**config.mk**
```make
export PLATFORM = sky130hd
export DESIGN_NAME = keycode_decoder
export DESIGN_NICKNAME = d
export VERILOG_FILES = /design/src/rtl/keycode_decoder.sv
export SDC_FILE = /design/constraint.sdc
export NUM_CORES = 1
export LEC_CHECK = 0
export CAP_MARGIN = 0
export CORE_UTILIZATION = 50
export DETAILED_ROUTE_END_ITERATION = 10
export GPL_TIMING_DRIVEN = 0
export PLACE_DENSITY = 0.8
export SYNTH_ARGS = -nofsm -noshare
export SYNTH_HDL_FRONTEND = slang
export SYNTH_SLANG_ARGS = --single-unit
```
**constraint.sdc**
```tcl
create_clock -name clk -period 5.2 [get_ports clk]
set_input_delay 0.52 -clock clk [delete_from_list [all_inputs] [get_ports clk]]
set_output_delay 0.52 -clock clk [all_outputs]
set_load 0.005 [all_outputs]
```
**src/rtl/keycode_decoder.sv**
```systemverilog
// Stability-filtered keycode decoder: qualifies key changes, tracks octave and
// waveform selection, and emits a registered tone divisor with note strobes.
module keycode_decoder #(
  parameter int STABLE_CYCLES = 4,
  parameter int DIV_W         = 16
) (
  input  logic             clk,
  input  logic             n_rst,
  input  logic [3:0]       keycode,
  input  logic             mode_edge,
  input  logic             sound_edge,
  output logic [DIV_W-1:0] divisor,
  output logic             note_active,
  output logic             note_on,
  output logic             note_off,
  output logic [1:0]       octave,
  output logic [1:0]       wave_sel
);

  // state   | meaning
  // SILENT  | no accepted note; divisor forced to 0
  // PLAYING | accepted note held; divisor tracks key and octave
  typedef enum logic {SILENT, PLAYING} state_t;

  localparam logic [3:0]  KEY_NONE = 4'hF;
  localparam logic [15:0] CNT_LAST = 16'(STABLE_CYCLES - 1);

  state_t           state, state_next;
  logic [3:0]       key_norm;
  logic [3:0]       cand;
  logic [3:0]       acc;
  logic [3:0]       acc_next;
  logic [15:0]      cnt;
  logic             accept;
  logic             note_on_next;
  logic             note_off_next;
  logic [DIV_W-1:0] divisor_next;

  // Full-period counts at octave 0 for a 10 MHz clock, C(low)..C(high).
  function automatic logic [15:0] base_period(input logic [3:0] key);
    case (key)
      4'd0:    base_period = 16'd38223;
      4'd1:    base_period = 16'd36077;
      4'd2:    base_period = 16'd34052;
      4'd3:    base_period = 16'd32141;
      4'd4:    base_period = 16'd30337;
      4'd5:    base_period = 16'd28635;
      4'd6:    base_period = 16'd27027;
      4'd7:    base_period = 16'd25511;
      4'd8:    base_period = 16'd24079;
      4'd9:    base_period = 16'd22727;
      4'd10:   base_period = 16'd21452;
      4'd11:   base_period = 16'd20248;
      4'd12:   base_period = 16'd19111;
      default: base_period = 16'd0;
    endcase
  endfunction

  assign key_norm = (keycode > 4'd12) ? KEY_NONE : keycode;
  assign accept   = (key_norm == cand) && (cand != acc) && (cnt == CNT_LAST);
  assign acc_next = accept ? cand : acc;

  // Any change of the sampled key restarts the count; a revert to acc drops the pending change.
  always_ff @(posedge clk or negedge n_rst) begin
    if (!n_rst) begin
      cand <= KEY_NONE;
      cnt  <= 16'd0;
      acc  <= KEY_NONE;
    end else if (key_norm != cand) begin
      cand <= key_norm;
      cnt  <= 16'd0;
    end else if (cand != acc) begin
      if (cnt == CNT_LAST) acc <= cand;
      else                 cnt <= cnt + 16'd1;
    end
  end

  always_comb begin
    state_next    = state;
    note_on_next  = 1'b0;
    note_off_next = 1'b0;
    case (state)
      SILENT: begin
        if (accept && (cand != KEY_NONE)) begin
          state_next   = PLAYING;
          note_on_next = 1'b1;
        end
      end
      PLAYING: begin
        if (accept) begin
          if (cand == KEY_NONE) begin
            state_next    = SILENT;
            note_off_next = 1'b1;
          end else begin
            note_on_next = 1'b1;
          end
        end
      end
      default: state_next = SILENT;
    endcase
    // Uses the registered octave, so an octave change lands one edge later.
    divisor_next = (state_next == PLAYING) ? DIV_W'(base_period(acc_next) >> octave) : '0;
  end

  always_ff @(posedge clk or negedge n_rst) begin
    if (!n_rst) begin
      state    <= SILENT;
      note_on  <= 1'b0;
      note_off <= 1'b0;
      divisor  <= '0;
    end else begin
      state    <= state_next;
      note_on  <= note_on_next;
      note_off <= note_off_next;
      divisor  <= divisor_next;
    end
  end

  assign note_active = (state == PLAYING);

  always_ff @(posedge clk or negedge n_rst) begin
    if (!n_rst) begin
      octave   <= 2'd0;
      wave_sel <= 2'd0;
    end else begin
      if (mode_edge)  octave   <= (octave == 2'd2) ? 2'd0 : octave + 2'd1;
      if (sound_edge) wave_sel <= wave_sel + 2'd1;
    end
  end

endmodule

```
==> metrics.md <==
| Metric | Value |
|---|---|
| Port Buf Inserts | 30 |
| Max clock buf depth | 2 |
| Area growth, synth to finish | 16.7% |
| Fillers | between 500 and 600 |
| # hold bufs at CTS | 0 |
| RePlAce Congestion | approximately 0.89 |
| Main synth FF type | dfrtp_1 |
| Crit Path Max Fanout | 9 |
| Ys async rst share | between 90% and 100% |
| Core area | just under 0.006 mm^2 |
| Synth Register Bits | 47 |
| Die Y | ~80 um |
| Most Used Layer, Global Route | met2 |
| Die Width | roughly 80 um |
| ANT cells | 0 |
| Initial antenna violation count | 0 |
| Tmin final | about 3900 ps |
| Total gr overflow | 0 |
| Final worst path period share | about three quarters |
| CP endpoint kind | flip-flop |
| Worst-Margin Slew | 976 ps |
| Share of cells above drive strength 1 | between 15 and 20% |
| Startpoint types | input port |
| Hold WC Path Type | in -> async |
| GR Layer Usage met1 | between 30% and 40% |
| Vias | 2519 |
| Total of max-cap violations | 0 |
| Sequential fraction of the synthesis area | between 30 and 40% |
| Endpoints failing setup | 0 |
| Clk_lat worst skew | about 300 ps |
| Max_slew headroom | between 30% and 40% |
| Routed Antenna Nets | 0 |
| Final Slew Violations | 0 |
| Clock-pin transition on the worst setup and hold timing paths | roughly 90 ps |
| Grt met3 use | between 5 and 6% |
| First-pass GRT wire length | ~12000 um |
| Drc violations | 0 |
| Initial DRC count | 188 |
| Post-DP HPWL | between 5000 and 6000 um |
| CTS buffer count | 5 |
| Register area | between 0.001 and 0.0015 mm^2 |
| YS warnings | 0 |
| P per Cell Area | ~250 mW/mm^2 |
| Clock sink count | 47 |
| CTS resizes | 0 |
| Critical Path AT | around 4000 ps |
| WL/cell | 16.1 um |
| # IOs | 31 |
| Total Wirelength | just under 7000 um |
| CP Data Required Time | 5370 ps |
| Outcome | completed |
| Die Area | about 0.0064 mm^2 |
| Fin. Hold Viols | 0 |
| Final Power | between 800 and 900 uW |
| Vias/cell | a little under 6 |
| Final net count | between 300 and 400 |
| Largest net degree at the start of global routing | 33 |
| TritonRoute pass-1 iters | 4 |
| Synth cell types | between 70 and 80 |
| Post-Syn Instances | between 300 and 400 |
| Mapped cell area | just over 0.003 mm^2 |
| Post-CTS Setup Repair Bufs | 0 |
| Fmax | about 250 MHz |
| Worst Skew | ~8.3 ps |
| Fin Setup TNS | 0 ps |
| CP Class | in -> reg |
| Fin Hold WS | 123 ps |
| Vias in the first global route | 2394 |
| Syn_nets | 332 |
| Initial Utilization | 51.6% |
| # rows | 28 |
| Max IR drop VDD | 0.000190 V |
| Footprint of the multi-input gates | ~0.0016 mm^2 |
| RSZ-0062 raised after global routing | false |
| Leak Pwr | between 1.5 and 2 nW |
| Clk root buf | clkbuf_8 |
| GR Util met2 | about 37% |
| CTS tree | yes |
| Cell Count, Final, Fillers Out | 430 |
| H-Tree Depth | 2 |
| Post-synth EDFFs | 0 |
| R2R setup slack | 1520 ps |
| Total track usage | a little under a quarter |
| Inst Count DP | 422 |
| Syn avg cell area | between 9 and 10 um^2 |
==> cell type report <==
cell class | count | area share (%)
inverter | 19 | 2.01
tap | 75 | 2.65
sequential | 47 | 33.5
multi-input combinational | 233 | 45.9
timing repair buffer | 31 | 8.89
clock inverter | 2 | 0.459
clock buffer | 6 | 2.33
buffer | 17 | 4.27
==> worst paths after layout <==
check | from | cells past startpoint | end
worst max-delay path | keycode[2] | 13 | divisor[4]$_DFF_PN0_
max in group asynchronous | n_rst | 2 | acc[2]$_DFFE_PN1P_
worst max register to register | cand[0]$_DFFE_PN1N_ | 13 | divisor[4]$_DFF_PN0_
worst min-delay path | n_rst | 1 | cnt[6]$_DFFE_PN0P_
min in group clk | wave_sel[1]$_DFFE_PN0P_ | 1 | wave_sel[1]$_DFFE_PN0P_
worst min register to register | wave_sel[1]$_DFFE_PN0P_ | 1 | wave_sel[1]$_DFFE_PN0P_
==> placed cells by master (no fill, tap or decap), types with 3 or more instances in the layout <==
cell	count
nand2_1	18
ha_1	8
clkbuf_8	12
clkdlybuf4s50_1	29
a31o_2	3
dfrtp_1	39
nand4_1	3
buf_2	3
nand2b_1	3
or3_1	5
mux2_2	4
o2bb2ai_1	3
a21oi_1	15
a21o_1	3
nor4_1	4
mux2i_1	5
inv_1	18
dfstp_2	8
xnor2_1	8
xor2_1	11
o21ai_0	14
nor2_1	34
clkbuf_1	5
and3_1	5
a211o_1	5
nor3_1	3
o22ai_1	11
nand3_1	16
==> cell usage after synthesis, types with 2 or more instances <==
master	count	area share, %
dfrtp_1	39	32
nor2_1	34	4.2
inv_1	18	2.2
nand2_1	18	2.2
nand3_1	16	2.6
a21oi_1	15	2.5
o21ai_0	14	2.3
o22ai_1	11	2.3
xor2_1	11	3.2
dfstp_2	8	6.9
ha_1	8	3.3
xnor2_1	8	2.3
clkbuf_8	6	2.7
a211o_1	5	1.4
and3_1	5	1.0
clkbuf_1	5	0.62
mux2i_1	5	1.6
or3_1	5	1.0
mux2_2	4	1.5
nor4_1	4	0.82
a21o_1	3	0.74
a31o_2	3	0.87
nand2b_1	3	0.62
nand4_1	3	0.62
nor3_1	3	0.49
o2bb2ai_1	3	0.87
a21o_2	2	0.58
a22oi_1	2	0.49
a32oi_1	2	0.58
and3_2	2	0.49
buf_2	2	0.33
buf_6	2	0.74
o211ai_1	2	0.49
o21a_1	2	0.49
o221ai_1	2	0.58
o311ai_0	2	0.58
or2_2	2	0.41
or3_4	2	0.74
==> kinds of logic after synthesis <==
family	count (synthesis)	share of synthesized area [%]
fa+ha+maj	8	3.30
buf+inv	36	7.33
xor+xnor	19	5.48
mux	10	3.58
simple gates	109	18.8
flops	47	39.0
compound gates	87	22.4
==> report_power, final <==
group | internal [mW] | switching, mW | total, mW
clock network | 0.109 | 0.130 | 0.238
logic | 0.122 | 0.132 | 0.254
registers | 0.388 | 0.0145 | 0.403
==> worst max-delay path, stage by stage <==
cell	delay (ps)
clkdlybuf4s50_1	520
and3_4	230
a2111oi_4	420
a311oi_4	150
or3_4	450
mux2_2	330
inv_1	110
ha_1	280
o311ai_0	190
a22oi_1	170
a31o_2	270
o31ai_2	300
o22ai_1	140
==> sequential cells by signal (all words and copies together), names as in the netlist <==
register	cells
wave_sel	2
note_active	1
note_off	1
note_on	1
divisor	16
octave	2
acc	4
cand	4
cnt	16
==> layer usage <==
metal | part of all wire, % | vias up
li1 | - | 1219
met4 | 1.0 | 0
met3 | 6.0 | 9
met2 | 46 | 89
met1 | 47 | 1202
met5 | 0 | -
==> through the flow <==
| stage | setup WS [ps] | cell area [um^2] | utilization, % |
|---|---|---|---|
| 2_1_floorplan | 1990 | 3040 | - |
| 3_3_place_gp | 977 | 3430 | 58.3 |
| 3_5_place_dp | 998 | 3450 | 58.6 |
| 4_1_cts | 1320 | 3550 | 60.2 |
| 5_1_grt | 1020 | 3550 | 60.2 |
| 6_report | 1280 | 3550 | 60.2 |
(Power assumes the default switching activity.)
